--- src/rtl/router_port_reader_if.sv ---
// router_port_reader_if: FIFO-side and client-side signals of the router port reader.
interface router_port_reader_if #(
    parameter int CNT_W = 8
);
    logic             fifo_empty;
    logic [7:0]       fifo_data;
    logic             fifo_read_enb;
    logic             soft_reset;
    logic [7:0]       rx_data;
    logic             rx_valid;
    logic             rx_ready;
    logic             rx_sop;
    logic             rx_eop;
    logic             rx_err;
    logic             busy;
    logic [CNT_W-1:0] pkt_cnt;
    logic [CNT_W-1:0] err_cnt;
    modport master (
        input  fifo_empty, fifo_data, rx_ready,
        output fifo_read_enb, soft_reset, rx_data, rx_valid, rx_sop, rx_eop, rx_err, busy, pkt_cnt, err_cnt
    );
    modport slave (
        output fifo_empty, fifo_data, rx_ready,
        input  fifo_read_enb, soft_reset, rx_data, rx_valid, rx_sop, rx_eop, rx_err, busy, pkt_cnt, err_cnt
    );
endinterface

--- src/rtl/router_port_reader.sv ---
// router_port_reader: drains a router output FIFO, deframes packets, checks parity
// and streams bytes to a valid/ready client; a stall watchdog requests a FIFO flush.
module router_port_reader #(
    parameter int TIMEOUT = 30,
    parameter int CNT_W   = 8
) (
    input logic                  clock,
    input logic                  resetn,
    router_port_reader_if.master bus
);
    localparam int WD_W = $clog2(TIMEOUT);
    typedef enum logic [1:0] {S_HDR, S_PAY, S_PAR} state_t;
    typedef struct packed {
        logic [7:0] data;
        logic       sop;
        logic       eop;
        logic       err;
    } entry_t;
    state_t          state;
    entry_t          ent [2];
    entry_t          in_ent;
    logic [1:0]      occ;
    logic            rd_pending;
    logic [7:0]      acc;
    logic [5:0]      rem;
    logic [WD_W-1:0] wd;
    logic            pop;
    logic            stall;
    logic            timeout;
    logic [2:0]      level;
    logic            wr_idx;
    always_comb begin
        pop     = bus.rx_valid & bus.rx_ready;
        stall   = bus.rx_valid & ~bus.rx_ready;
        timeout = stall & (wd == WD_W'(TIMEOUT - 1));
        level   = {1'b0, occ} + {2'b0, rd_pending} - {2'b0, pop};
        wr_idx  = (occ == 2'd2) | ((occ == 2'd1) & ~pop);
        in_ent  = {bus.fifo_data, state == S_HDR, state == S_PAR, (state == S_PAR) && (bus.fifo_data != acc)};
    end
    // Occupancy counts the in-flight byte so a read is never issued without a free slot.
    assign bus.fifo_read_enb = resetn & ~bus.fifo_empty & ~bus.soft_reset & (level < 3'd2);
    assign bus.rx_valid      = occ != 2'd0;
    assign bus.rx_data       = ent[0].data;
    assign bus.rx_sop        = bus.rx_valid & ent[0].sop;
    assign bus.rx_eop        = bus.rx_valid & ent[0].eop;
    assign bus.rx_err        = bus.rx_valid & ent[0].err;
    assign bus.busy          = (state != S_HDR) | bus.rx_valid | rd_pending;
    always_ff @(posedge clock) begin
        if (!resetn) begin
            state          <= S_HDR;
            ent[0]         <= '0;
            ent[1]         <= '0;
            occ            <= '0;
            rd_pending     <= 1'b0;
            acc            <= '0;
            rem            <= '0;
            wd             <= '0;
            bus.soft_reset <= 1'b0;
            bus.pkt_cnt    <= '0;
            bus.err_cnt    <= '0;
        end else begin
            bus.soft_reset <= timeout;
            wd             <= (stall && !timeout) ? wd + WD_W'(1) : '0;
            rd_pending     <= bus.fifo_read_enb & ~timeout;
            if (timeout) begin
                occ   <= '0;
                state <= S_HDR;
            end else begin
                occ <= occ + {1'b0, rd_pending} - {1'b0, pop};
                if (pop)
                    ent[0] <= ent[1];
                if (rd_pending) begin
                    ent[wr_idx] <= in_ent;
                    case (state)
                        S_HDR: begin
                            acc   <= bus.fifo_data;
                            rem   <= bus.fifo_data[7:2];
                            state <= (bus.fifo_data[7:2] == 6'd0) ? S_PAR : S_PAY;
                        end
                        S_PAY: begin
                            acc   <= acc ^ bus.fifo_data;
                            rem   <= rem - 6'd1;
                            state <= (rem == 6'd1) ? S_PAR : S_PAY;
                        end
                        default: begin
                            state       <= S_HDR;
                            bus.pkt_cnt <= bus.pkt_cnt + CNT_W'(~&bus.pkt_cnt);
                            bus.err_cnt <= bus.err_cnt + CNT_W'(in_ent.err & ~&bus.err_cnt);
                        end
                    endcase
                end
            end
        end
    end
endmodule
--- src/flat_wrapper.sv ---
// flat-port wrapper written by rule: the top's interface ports become plain ports
module router_port_reader_flat 
#(
    parameter int TIMEOUT = 30,
    parameter int CNT_W   = 8
)
  (clock, resetn, bus_fifo_empty, bus_fifo_data, bus_rx_ready, bus_fifo_read_enb, bus_soft_reset, bus_rx_data, bus_rx_valid, bus_rx_sop, bus_rx_eop, bus_rx_err, bus_busy, bus_pkt_cnt, bus_err_cnt);
  router_port_reader_if #(.CNT_W(CNT_W)) bus_i ();
  input logic clock;
  input logic resetn;
  input wire logic [$bits(bus_i.fifo_empty)-1:0] bus_fifo_empty;
  input wire logic [$bits(bus_i.fifo_data)-1:0] bus_fifo_data;
  input wire logic [$bits(bus_i.rx_ready)-1:0] bus_rx_ready;
  output wire logic [$bits(bus_i.fifo_read_enb)-1:0] bus_fifo_read_enb;
  output wire logic [$bits(bus_i.soft_reset)-1:0] bus_soft_reset;
  output wire logic [$bits(bus_i.rx_data)-1:0] bus_rx_data;
  output wire logic [$bits(bus_i.rx_valid)-1:0] bus_rx_valid;
  output wire logic [$bits(bus_i.rx_sop)-1:0] bus_rx_sop;
  output wire logic [$bits(bus_i.rx_eop)-1:0] bus_rx_eop;
  output wire logic [$bits(bus_i.rx_err)-1:0] bus_rx_err;
  output wire logic [$bits(bus_i.busy)-1:0] bus_busy;
  output wire logic [$bits(bus_i.pkt_cnt)-1:0] bus_pkt_cnt;
  output wire logic [$bits(bus_i.err_cnt)-1:0] bus_err_cnt;
  assign bus_i.fifo_empty = bus_fifo_empty;
  assign bus_i.fifo_data = bus_fifo_data;
  assign bus_i.rx_ready = bus_rx_ready;
  assign bus_fifo_read_enb = bus_i.fifo_read_enb;
  assign bus_soft_reset = bus_i.soft_reset;
  assign bus_rx_data = bus_i.rx_data;
  assign bus_rx_valid = bus_i.rx_valid;
  assign bus_rx_sop = bus_i.rx_sop;
  assign bus_rx_eop = bus_i.rx_eop;
  assign bus_rx_err = bus_i.rx_err;
  assign bus_busy = bus_i.busy;
  assign bus_pkt_cnt = bus_i.pkt_cnt;
  assign bus_err_cnt = bus_i.err_cnt;
  router_port_reader #(.TIMEOUT(TIMEOUT), .CNT_W(CNT_W)) u_core (.clock(clock), .resetn(resetn), .bus(bus_i));
endmodule
--- config.mk ---
export PLATFORM = sky130hd
export DESIGN_NAME = router_port_reader_flat
export DESIGN_NICKNAME = d
export VERILOG_FILES = /design/src/rtl/router_port_reader_if.sv /design/src/rtl/router_port_reader.sv /design/src/flat_wrapper.sv
export SDC_FILE = /design/constraint.sdc
export NUM_CORES = 1
export LEC_CHECK = 0
export BUFFER_PORTS_ARGS = -buffer_cell sky130_fd_sc_hd__buf_2
export CAP_MARGIN = 5
export CORE_MARGIN = 5
export CORE_UTILIZATION = 40
export CTS_BUF_LIST = sky130_fd_sc_hd__clkbuf_8
export DETAILED_ROUTE_END_ITERATION = 10
export PLACE_DENSITY_LB_ADDON = 0.08
export SLEW_MARGIN = 20
export SYNTH_ARGS = -nofsm -noshare
export SYNTH_HDL_FRONTEND = slang
export SYNTH_SLANG_ARGS = --single-unit
--- constraint.sdc ---
create_clock -name clock -period 3.4 [get_ports clock]
set_input_delay 0 -clock clock [delete_from_list [all_inputs] [get_ports clock]]
set_output_delay 0 -clock clock [all_outputs]
set_load 0.02 [all_outputs]
==> impl_metrics.toml <==
[route]
wl_per_cell_um = 14.7
drc_errors = 0
antenna_left = 0
via_per_inst = 5.23
drt-total-wl_um = 7440
dr.pass1.iters = 4
detail_route.iter0.violations = 142
num_vias = 2654

[clocking]
cts_resized = 0
cts_inserted_buffers = 9
htree_levels = 3
cts.sinks = 63
clk-insertion-delay-late_ns = 0.33
cts.path.max_buffers = 2
cts_tree = "yes"
path_clk_slew_ns = 0.08
post-cts-setup-buffers = 0
cts_root_buf = "clkbuf_8"

[floorplanning]
fp.coreArea_mm2 = 0.00822
die_h_um = 102
rows = 33
die_w_um = 102
ioPinCount = 43
start_util = 0.412
die_area_mm2 = 0.0104

[timing]
min_period_ns = 2.79
worstMarginPinSlew_ns = 1.00
fin_setup_tns_ns = 0
drv_slew = 0
rsz0062_at_grt = "no"
fmax_mhz = 359
fin_ws_ns = 0.612
setup_viol = 0
min_period_over_period = 0.820
finalClockSkew_ns = 0.00941
hold_violations = 0
whs_ns = 0.0269
timing.slew.headroom = 0.333

[status]
status = "finished, final reports clean"

[place]
hpwl_um = 5260
post-place-ws_ns = 0.959
gp_congestion = 0.801
port_buffers = 42

[finish]
nets = 420
final_common_cell = "buf_2"
drive_gt1_frac = 0.172
fin_util = 0.471
synthToLayoutAreaGrowth_pct = 14.1
n_antenna_cell = 0
mostFrequentLayoutCells = "buf_2, dfxtp_1, nand2_1, nor2_1"

[power]
internal-power_mw = 1.70
p_total_mw = 2.56
switching_share = 0.337
power_frac_clock = 0.312
peakVddDrop_mv = 0.249
powerDensity_mw_per_mm2 = 662
leakagePower_nw = 1.55
p_comb_frac = 0.277
power.switching_mw = 0.862
pwr-share-seq = 0.411

[critical_path]
r2r_slack_ns = 0.96
crit_type = "flop to output port"
critical_path.slowest_cell = "dfxtp_1"
required_ns = 3.40
startpoint_type = "flop"
r2r-end = "u_core.rd_pending"
timing.rr.start = "u_core.occ[1]"
path_cells = "or2_1, and2_1, ha_1, inv_1, ha_1, fa_1, xnor2_1, nor4b_1, buf_2"
cp_slowest_stage_delay_ns = 0.40
end_kind = "output port"
path_depth = 9
cp_top_family = "simple AND/OR/NAND/NOR gates"
reg2reg_depth = 9
crit_top_cell = "ha_1"
endpoint = "bus_fifo_read_enb"
critPathBufInv = 2
startpoint = "u_core.occ[1]"
worstPathArrival_ns = 2.79
worstPathMaxFanout = 8

[grt]
grt_pass1_vias = 2502
antenna_found_initial = 0
grt_usage = 0.154
grt_max_degree = 31
grt_remaining_overflow = 0
grt_pass1_wl_um = 12600

[synth]
synth_top_area_frac = 0.242
syn_avg_cell_area_um2 = 9.28
synth.yosys.seq_area_share = 0.437
ys_seq_elements = 63
synth_warnings = 0
syn-num-nets = 388
async_flop_share = 0
synth_edf_count = 22
synthCells = 365
yosysUniqueCellTypes = 51
synthesis.area_mm2 = 0.00339
ys.flop_type = "dfxtp_1"
yosysTopAreaCell = "dfxtp_1"
synthTopCellsByArea = "dfxtp_1, edfxtp_1, mux2i_1, nand2_1, ha_1"

[flow_run]
maxCapViolations = 0

[min_path]
hp-class = "input pin to flop"
## through the flow
step | std cells | area, um2
floorplan | 365 | 3390
detailed placement | 486 | 3570
global placement | 486 | 3570
global route | 507 | 3870
CTS | 507 | 3870
finish | 507 | 3870
## cells by family (layout without fill, tap and decap cells)
| group | Yosys count | in the layout | synth area share |
|---|---|---|---|
| flip-flops | 63 | 63 | 0.437 |
| XOR/XNOR | 18 | 18 | 0.0465 |
| adder cells (fa/ha/maj) | 11 | 11 | 0.0428 |
| multiplexers | 16 | 16 | 0.0476 |
| AND/OR/NAND/NOR | 139 | 139 | 0.210 |
| AO/OA/AOI/OAI | 73 | 73 | 0.146 |
| buffers and inverters | 45 | 82 | 0.0698 |
## synth_stat cells (all sizes together), types with 2 or more instances
library cell  number
or2                2
nor2b              5
a21oi             22
buf               18
and2              18
edfxtp            22
o31ai              6
nand2b             8
or4                2
a211oi             3
nor4b              2
o21ai             16
nor4               4
or3                4
nor3               3
xor2               6
clkbuf            10
o2bb2ai            3
nand4              5
a21boi             2
nand3             18
dfxtp             41
o2111ai            2
a31oi              3
xnor2             12
nor2              24
nand2             35
inv               17
ha                10
mux2i             15
and3               4
nand3b             2
o211ai             8
## state kept, by name (all words and copies together), names as in the netlist
register,count
u_core.bus.soft_reset,1
u_core.rem,6
u_core.bus.err_cnt,8
u_core.bus.pkt_cnt,8
u_core.occ,2
u_core.acc,8
u_core.state,2
u_core.rd_pending,1
u_core.ent,22
u_core.wd,5
## power groups by stage
stage	Combinational, mW	Sequential [mW]	Clock [mW]
final	0.710	1.05	0.798
after global routing	0.803	1.07	0.865
after global placement	0.711	1.06	0
after detailed placement	0.712	1.07	0
after floorplan	0.628	1.01	0
after CTS	0.720	1.05	0.825
## worst min-delay path by stage
stage                     cells after the start               endpoint        startpoint  slack (ns)
after detailed placement                      3          u_core.acc[1]  bus_fifo_data[1]        0.33
after CTS                                     3          u_core.acc[3]  bus_fifo_data[3]       0.009
after floorplan                               2  u_core.bus.err_cnt[7]            resetn        0.16
after global routing                          3          u_core.acc[3]  bus_fifo_data[3]       0.008
after global placement                        3          u_core.acc[1]  bus_fifo_data[1]        0.32
final                                         3          u_core.acc[4]  bus_fifo_data[4]        0.03
## worst reg2reg max path, delay by kind of cell (launching register included)
kind | cells | cell delay (ns)
and+or+nand+nor | 4 | 1.00
adders and majority gates | 3 | 0.83
DFF | 1 | 0.40
xor gates and xnor gates | 1 | 0.13
buffers and inverters | 1 | 0.04
## layout make-up
type	instances	area [um2]
Sequential cell	63	1480
Inverter	17	63.8
Tap cell	105	131
Fill cell	826	4350
Clock inverter	7	121
Clock buffer	9	124
Multi-Input combinational cell	257	1670
Timing Repair Buffer	49	275
## per-layer routing
| metal | global-route usage | wire length [um] | vias up |
|---|---|---|---|
| li1 | - | - | 1345 |
| met1 | 0.216 | 3620 | 1265 |
| met2 | 0.233 | 3450 | 40 |
| met3 | 0.0328 | 294 | 4 |
| met4 | 0.0575 | 69 | 0 |
| met5 | 0 | 0 | - |
## timing repair
| action | CTS | global route |
|---|---|---|
| setup endpoints to repair | 0 | 0 |
| hold endpoints to repair | 5 | 0 |
| hold buffers | 5 | 0 |
No activity file was read; power rests on OpenSTA's default activity.
